==> src/rtl/opc_piso_tx.sv <==
// Parallel-in/serial-out transmitter: accepts a word on VALID/READY, shifts it out
// one bit per CLK with SEN framing and a DONE pulse on the last bit.
module opc_piso_tx #(
    parameter int unsigned WIDTH      = 8,
    parameter bit          MSB_FIRST  = 1'b1,
    parameter bit          IDLE_LEVEL = 1'b0
) (
    input  logic             CLK,
    input  logic             RESET,
    input  logic [WIDTH-1:0] DIN,
    input  logic             VALID,
    output logic             READY,
    output logic             SOUT,
    output logic             SEN,
    output logic             DONE
);

    localparam int unsigned     CW   = $clog2(WIDTH);
    localparam logic [CW-1:0]   LAST = CW'(WIDTH - 1);

    localparam logic [0:0] ST_IDLE  = 1'b0;
    localparam logic [0:0] ST_SHIFT = 1'b1;

    logic [0:0]       state_q, state_n;
    logic [WIDTH-1:0] sreg_q,  sreg_n;
    logic [CW-1:0]    cnt_q,   cnt_n;
    logic             sout_q,  sout_n;
    logic             sen_q,   sen_n;
    logic             done_q,  done_n;
    logic             ready_q, ready_n;
    logic             xfer;

    // First bit to leave the word, according to bit order
    function automatic logic first_bit(input logic [WIDTH-1:0] w);
        return MSB_FIRST ? w[WIDTH-1] : w[0];
    endfunction

    // Word with the first bit consumed
    function automatic logic [WIDTH-1:0] shift_word(input logic [WIDTH-1:0] w);
        return MSB_FIRST ? (w << 1) : (w >> 1);
    endfunction

    // The shift register holds the bits still to be sent; SOUT is registered
    // directly from the bit being consumed so the first bit appears right after the transfer edge.
    always_comb begin
        state_n = state_q;
        sreg_n  = sreg_q;
        cnt_n   = cnt_q;
        sout_n  = IDLE_LEVEL;
        xfer    = VALID && ready_q;

        case (state_q)
            ST_IDLE: begin
                if (xfer) begin
                    state_n = ST_SHIFT;
                    cnt_n   = '0;
                    sout_n  = first_bit(DIN);
                    sreg_n  = shift_word(DIN);
                end
            end
            ST_SHIFT: begin
                if (cnt_q == LAST) begin
                    if (xfer) begin
                        cnt_n  = '0;
                        sout_n = first_bit(DIN);
                        sreg_n = shift_word(DIN);
                    end else begin
                        state_n = ST_IDLE;
                        cnt_n   = '0;
                    end
                end else begin
                    cnt_n  = cnt_q + CW'(1);
                    sout_n = first_bit(sreg_q);
                    sreg_n = shift_word(sreg_q);
                end
            end
            default: begin
                state_n = ST_IDLE;
                cnt_n   = '0;
            end
        endcase

        sen_n   = (state_n == ST_SHIFT);
        done_n  = sen_n && (cnt_n == LAST);
        ready_n = !sen_n || (cnt_n == LAST);
    end

    always_ff @(posedge CLK or negedge RESET) begin
        if (!RESET) begin
            state_q <= ST_IDLE;
            sreg_q  <= '0;
            cnt_q   <= '0;
            sout_q  <= IDLE_LEVEL;
            sen_q   <= 1'b0;
            done_q  <= 1'b0;
            ready_q <= 1'b1;
        end else begin
            state_q <= state_n;
            sreg_q  <= sreg_n;
            cnt_q   <= cnt_n;
            sout_q  <= sout_n;
            sen_q   <= sen_n;
            done_q  <= done_n;
            ready_q <= ready_n;
        end
    end

    assign READY = ready_q;
    assign SOUT  = sout_q;
    assign SEN   = sen_q;
    assign DONE  = done_q;

endmodule

==> config.mk <==
export PLATFORM = sky130hd
export DESIGN_NAME = opc_piso_tx
export DESIGN_NICKNAME = d
export VERILOG_FILES = /design/src/rtl/opc_piso_tx.sv
export SDC_FILE = /design/constraint.sdc
export NUM_CORES = 1
export LEC_CHECK = 0
export ABC_AREA = 1
export BUFFER_PORTS_ARGS = -buffer_cell sky130_fd_sc_hd__buf_2
export CAP_MARGIN = 20
export CORE_AREA = 4 4 41 43
export CTS_CLUSTER_DIAMETER = 40
export CTS_CLUSTER_SIZE = 16
export DETAILED_ROUTE_END_ITERATION = 8
export DIE_AREA = 0 0 45 47
export GPL_TIMING_DRIVEN = 0
export PLACE_DENSITY = 0.76
export SKIP_LAST_GASP = 1
export SYNTH_ARGS = -nofsm -noshare
export SYNTH_HDL_FRONTEND = slang
export SYNTH_SLANG_ARGS = --single-unit
==> constraint.sdc <==
create_clock -name CLK -period 2.6 [get_ports CLK]
set_clock_uncertainty 0.05 [all_clocks]
set_input_delay 0.26 -clock CLK [delete_from_list [all_inputs] [get_ports CLK]]
set_output_delay 0.26 -clock CLK [all_outputs]
set_load 0.1 [all_outputs]
==> results of run 1 <==
==> per-layer routing <==
metal / wire, um / track usage (%) / share of wire, %
met5: 0 / 0 / 0
met2: 560 / 22.60 / 46
met4: 10 / 3.509 / 0.83
met3: 97 / 5.747 / 8.0
met1: 537 / 16.46 / 45
==> kinds of logic after synthesis <==
family | share of synthesized area, %
simple gates | 25.65
flops | 55.54
buf+inv | 8.856
compound gates | 6.273
fa+ha+maj | 3.689
==> stage by stage <==
| step | setup WS, ps | area (um^2) |
|---|---|---|
| after global placement | 1120 | 767.0 |
| final | 1050 | 807.0 |
| after global routing | 965.6 | 807.0 |
| after floorplan | 857.9 | 678.2 |
| after CTS | 1042 | 807.0 |
| after detailed placement | 1095 | 767.0 |
==> power breakdown <==
group | switching [mW] | leakage (nW) | internal, mW
Clock | 0.0781 | 0.0139 | 0.0584
Sequential | 0.0606 | 0.178 | 0.346
Combinational | 0.428 | 0.252 | 0.170
Total | 0.566 | 0.444 | 0.575
==> area by class of cell <==
type                       count  area, um^2
clock buffer                   3       22.52
fill                         129       494.2
tap                           15       18.77
buffer                         2       18.77
inverter                      11       41.29
timing repair buffer          15       80.08
clock inverter                 1       7.507
sequential                    15       376.6
multi-input combinational     50       241.5
==> repair_timing <==
item	CTS	global route
hold endpoints to repair	14	0
setup buffers	0	0
endpoints found under the setup margin	0	0
hold buffers	1	0
==> placed cells by master (no fill, tap or decap), types with 2 or more instances in the layout <==
cell,count
nand3_1,12
inv_1,11
dfrtp_1,14
o21ai_1,6
ha_1,2
buf_2,14
clkbuf_4,3
nor2_1,5
nand2_2,2
nand2_1,22
==> flip-flops by register name, indices dropped and copies added, names as in the netlist <==
register  count
sreg_q        8
cnt_q         3
DONE          1
READY         1
SEN           1
SOUT          1
==> worst paths after layout <==
| kind | end | depth (start not counted) | slack (ps) | from |
|---|---|---|---|---|
| worst max-delay path | READY | 1 | 1050 | READY$_DFF_PN1_ |
| worst min-delay path | SOUT$_DFF_PN0_ | 3 | 150 | DIN[7] |
| worst max register to register | sreg_q[7]$_DFF_PN0_ | 7 | 1080 | cnt_q[0]$_DFF_PN0_ |
| worst min register to register | sreg_q[3]$_DFF_PN0_ | 2 | 440 | sreg_q[2]$_DFF_PN0_ |
| max in group asynchronous | READY$_DFF_PN1_ | 2 | 1870 | RESET |
| min in group asynchronous | cnt_q[0]$_DFF_PN0_ | 2 | 340 | RESET |
==> out/metrics.csv, run 1 <==
metric,value,unit
hp-class,input port to flip-flop,
first_iter_violations,9,
num_vias,548,
grt_pass1_wl,2028,um
slew_headroom,67.78,%
postRouteAntennaNets,0,
p_per_area,1414,nW/um^2
crit_fanout,2,
ys_seq_area_share,55.54,%
clk_latency,280,ps
post_synth_instance_area,678.2,um^2
finalNonFillerCells,112,
synth.avg_cell_area,8.694,um^2
fp.dieH,47,um
post-place-cells,107,
ys_types,12,
drtPass1Iterations,4,
status,"finished, final reports clean",
grt_max_degree,16,
overflow,0,
crit_path_max_incr_delay,540,ps
drc,0,
yosysMostFrequentCell,nand2_1,
clock-sinks,15,
final_core_util,62.02,%
synth_common_cells,"nand2_1, dfrtp_1, nand3_1",
cap_violations,0,
ctsHtreeMaxLevel,1,
cp_num_buf_inv,1,
finalCritPeriodShare,59.62,%
min_period,1550,ps
whs,150.9,ps
die_area,2115,um^2
syn_to_final_growth,19.00,%
clk_pin_slew,90,ps
gp_congestion,0.7469,
tightest_slew,486.6,ps
cts_tree,yes,
cts_buffers,3,
finalNetCount,111,
synth_edf_count,0,
required,2290,ps
drv_slew,0,
ys.flop_type,dfrtp_1,
yosysTopAreaCell,dfrtp_1,
cts_resized,0,
tns,0,ps
clockBufferDepth,2,
layout-drive-gt1-share,24.74,%
yosysTopAreaCellShare,51.66,%
post-dp-hpwl,921.2,um
routedWlPerCell,10.76,um
die_w,45,um
path_cells,buf_2,
antenna_found_initial,0,
hold_violations,0,
fmax,0.6451,GHz
setup_viol,0,
async_flop_share,100.0,%
antennaDiodeCount,0,
finalPower,1.142,mW
grt.total_usage,13.64,%
rsz0062_at_grt,no,
synth-seq-cells,15,
synth_area_leaders,"dfrtp_1, nand2_1, nand3_1",
cts_root_buffer,clkbuf_4,
wl,1205,um
end_kind,primary output,
cp_slowest_cell,dfstp_2,
startpoint_type,flip-flop,
p_leak,0.4440,nW
critical_path_arrival,1240,ps
ys_warn_count,0,
fp.coreArea,1301,um^2
drt-vias-per-instance,4.893,
synth_nets,91,
io_pins,15,
crit_type,flip-flop to primary output,
ir_worst_vdd,0.0008649,V
cp_top_family,flip-flops,
rows,13,
io_buffer_count,14,
first_global_vias,512,
synth_cells,78,
start_util,52.12,%
(Power assumes the default switching activity.)
==> run 2, diff against run 1 <==
CORE_AREA = unset   (was 4 4 41 43)
CORE_MARGIN = 4   (was unset)
CORE_UTILIZATION = 45   (was unset)
DIE_AREA = unset   (was 0 0 45 47)
PLACE_DENSITY = 0.71   (was 0.76)
clock period = 1.4 ns   (was 2.6 ns; I/O delays follow)
==> out/metrics.csv, run 2 (synthesis gave the netlist of run 1 again) <==
metric,value,unit,change
startpoint_type,flip-flop,,
start_util,49.63,%,-2.5 points
crit_fanout,2,,unchanged
grt_max_degree,16,,unchanged
post-place-cells,107,,unchanged
min_period,1383,ps,
drc,0,,unchanged
drtPass1Iterations,4,,unchanged
p_seq_share,33.0,%,-2.6 points
finalNetCount,116,,+4.5%
crit_cells,1,,unchanged
cp_top_family,flip-flops,,
die_w,46.82,um,+4.0%
postRouteAntennaNets,0,,unchanged
pre_cts_slack,-79.12,ps,-1174 ps
routedWlPerCell,11.97,um,+11%
clockPowerShare,10.2,%,-1.8 points
finalCritPeriodShare,98.76,%,
p_leak,0.4778,nW,+7.6%
required,1210,ps,-1080 ps
cts_buffers,3,,unchanged
drv_slew,0,,unchanged
drt-vias-per-instance,4.949,,+1.1%
clk_latency,270,ps,about the same
layout-drive-gt1-share,37.25,%,+13 points
io_buffer_count,14,,unchanged
whs,41.58,ps,-109.3 ps
setup_viol,0,,unchanged
p_comb_share,56.8,%,+4.4 points
hp-class,input port to flip-flop,,
largest_reg_flops,8,,unchanged
end_kind,primary output,,
io_pins,15,,unchanged
swShare,48.33,%,-1.3 points
antenna_found_initial,0,,unchanged
top_regs,"sreg_q x8, cnt_q x3",,
switchingPower,1.164,mW,+110%
clk_pin_slew,90,ps,about the same
path_cells,buf_4,,
tightest_slew,484.6,ps,-1.959 ps
fin_area,903.4,um^2,+12%
clockBufferDepth,2,,unchanged
post-dp-hpwl,919.9,um,-0.14%
final_common_cell,nand2_1,,
antennaDiodeCount,0,,unchanged
crit_type,flip-flop to primary output,,
regMostFlops,sreg_q,,
first_iter_violations,7,,-2
slew_headroom,67.91,%,+0.13 points
fmax,0.7232,GHz,
syn_to_final_growth,33.21,%,
wl,1401,um,+16%
fp.coreArea,1366,um^2,+5.0%
crit_path_max_incr_delay,630,ps,+90 ps
first_global_vias,512,,unchanged
fp.dieH,46.82,um,-0.38%
cp_num_buf_inv,1,,unchanged
cts_root_buffer,clkbuf_4,,
placed_area,790.8,um^2,+3.1%
die_area,2192,um^2,+3.6%
critical_path_arrival,1190,ps,-50 ps
grt_pass1_wl,2214,um,+9.2%
overflow,0,,unchanged
rows,13,,unchanged
finalPower,2.409,mW,+110%
cts_tree,yes,,
gp_congestion,0.6910,,-7.5%
hold_violations,0,,unchanged
cap_violations,0,,unchanged
cp_slowest_cell,dfstp_4,,
p_int,1.245,mW,+120%
status,"finished, final reports clean",,
fin_ws,17.34,ps,-1033 ps
num_vias,579,,+5.7%
clock-sinks,15,,unchanged
min_delay_path_depth,3,,unchanged
rsz0062_at_grt,yes,,
reg2reg_depth,7,,unchanged
finalNonFillerCells,117,,+4.5%
p_per_area,2667,nW/um^2,+89%
mostFrequentLayoutCells,"nand2_1, dfrtp_1, buf_2, inv_1, nand3_1",,
ir_worst_vdd,0.002104,V,+140%
ctsHtreeMaxLevel,1,,unchanged
grt.total_usage,14.44,%,+0.80 points
run 2: metal layers:
layer,up-vias,GRT usage (%),routed length [um]
met1,264,20.67,687
met2,13,21.41,621
met3,2,2.299,81
met5,-,0,0
li1,300,-,-
met4,0,6.630,10
run 2: repair_timing:
action,in CTS,in global routing
buffers inserted,3,1
hold buffers,1,0
endpoints found under the setup margin,9,11
pin swaps,0,0
endpoints found under the hold margin,15,0
gates cloned,1,0
gates resized for setup,3,8
run 2: final timing paths:
check / startpoint / to / slack, ps
setup reg to reg: cnt_q[0]$_DFF_PN0_ / sreg_q[7]$_DFF_PN0_ / 20
setup / recovery: READY$_DFF_PN1_ / READY / 20
max in group asynchronous: RESET / READY$_DFF_PN1_ / 780
hold / removal: DIN[7] / SOUT$_DFF_PN0_ / 40
hold reg to reg: sreg_q[2]$_DFF_PN0_ / sreg_q[3]$_DFF_PN0_ / 440
min in group asynchronous: RESET / cnt_q[2]$_DFF_PN0_ / 230
run 2: worst register-to-register path: stages, from the launching register on:
cell and delay, ps:
dfrtp_1 400, ha_2 200, ha_4 170, inv_4 60, nand2_4 70, buf_6 140, o22ai_2 140, nor2_1 60
run 2: metrics by stage:
| stage | utilization, % | setup TNS, ps |
|---|---|---|
| detailed placement | 57.88 | -372.8 |
| floorplan | - | -8.783 |
| global route | 66.12 | -151.2 |
| finish | 66.12 | 0 |
| CTS | 63.10 | 0 |
| global placement | 57.88 | -294.4 |
run 2: power by group through the flow:
stage | Sequential (mW) | Combinational [mW] | Clock, mW
2_1_floorplan | 1.14 | 0.575 | 0
3_3_place_gp | 0.779 | 1.11 | 0
3_5_place_dp | 0.789 | 1.13 | 0
4_1_cts | 0.782 | 1.24 | 0.248
5_1_grt | 0.824 | 1.52 | 0.258
6_report | 0.796 | 1.37 | 0.245
run 2: layout make-up:
class / instances / area [um^2]
inverter: 11 / 43.79
buffer: 2 / 22.52
fill: 122 / 462.9
timing repair buffer: 20 / 123.9
multi-input combinational: 50 / 286.5
tap: 15 / 18.77
clock buffer: 4 / 26.28
sequential: 15 / 381.6
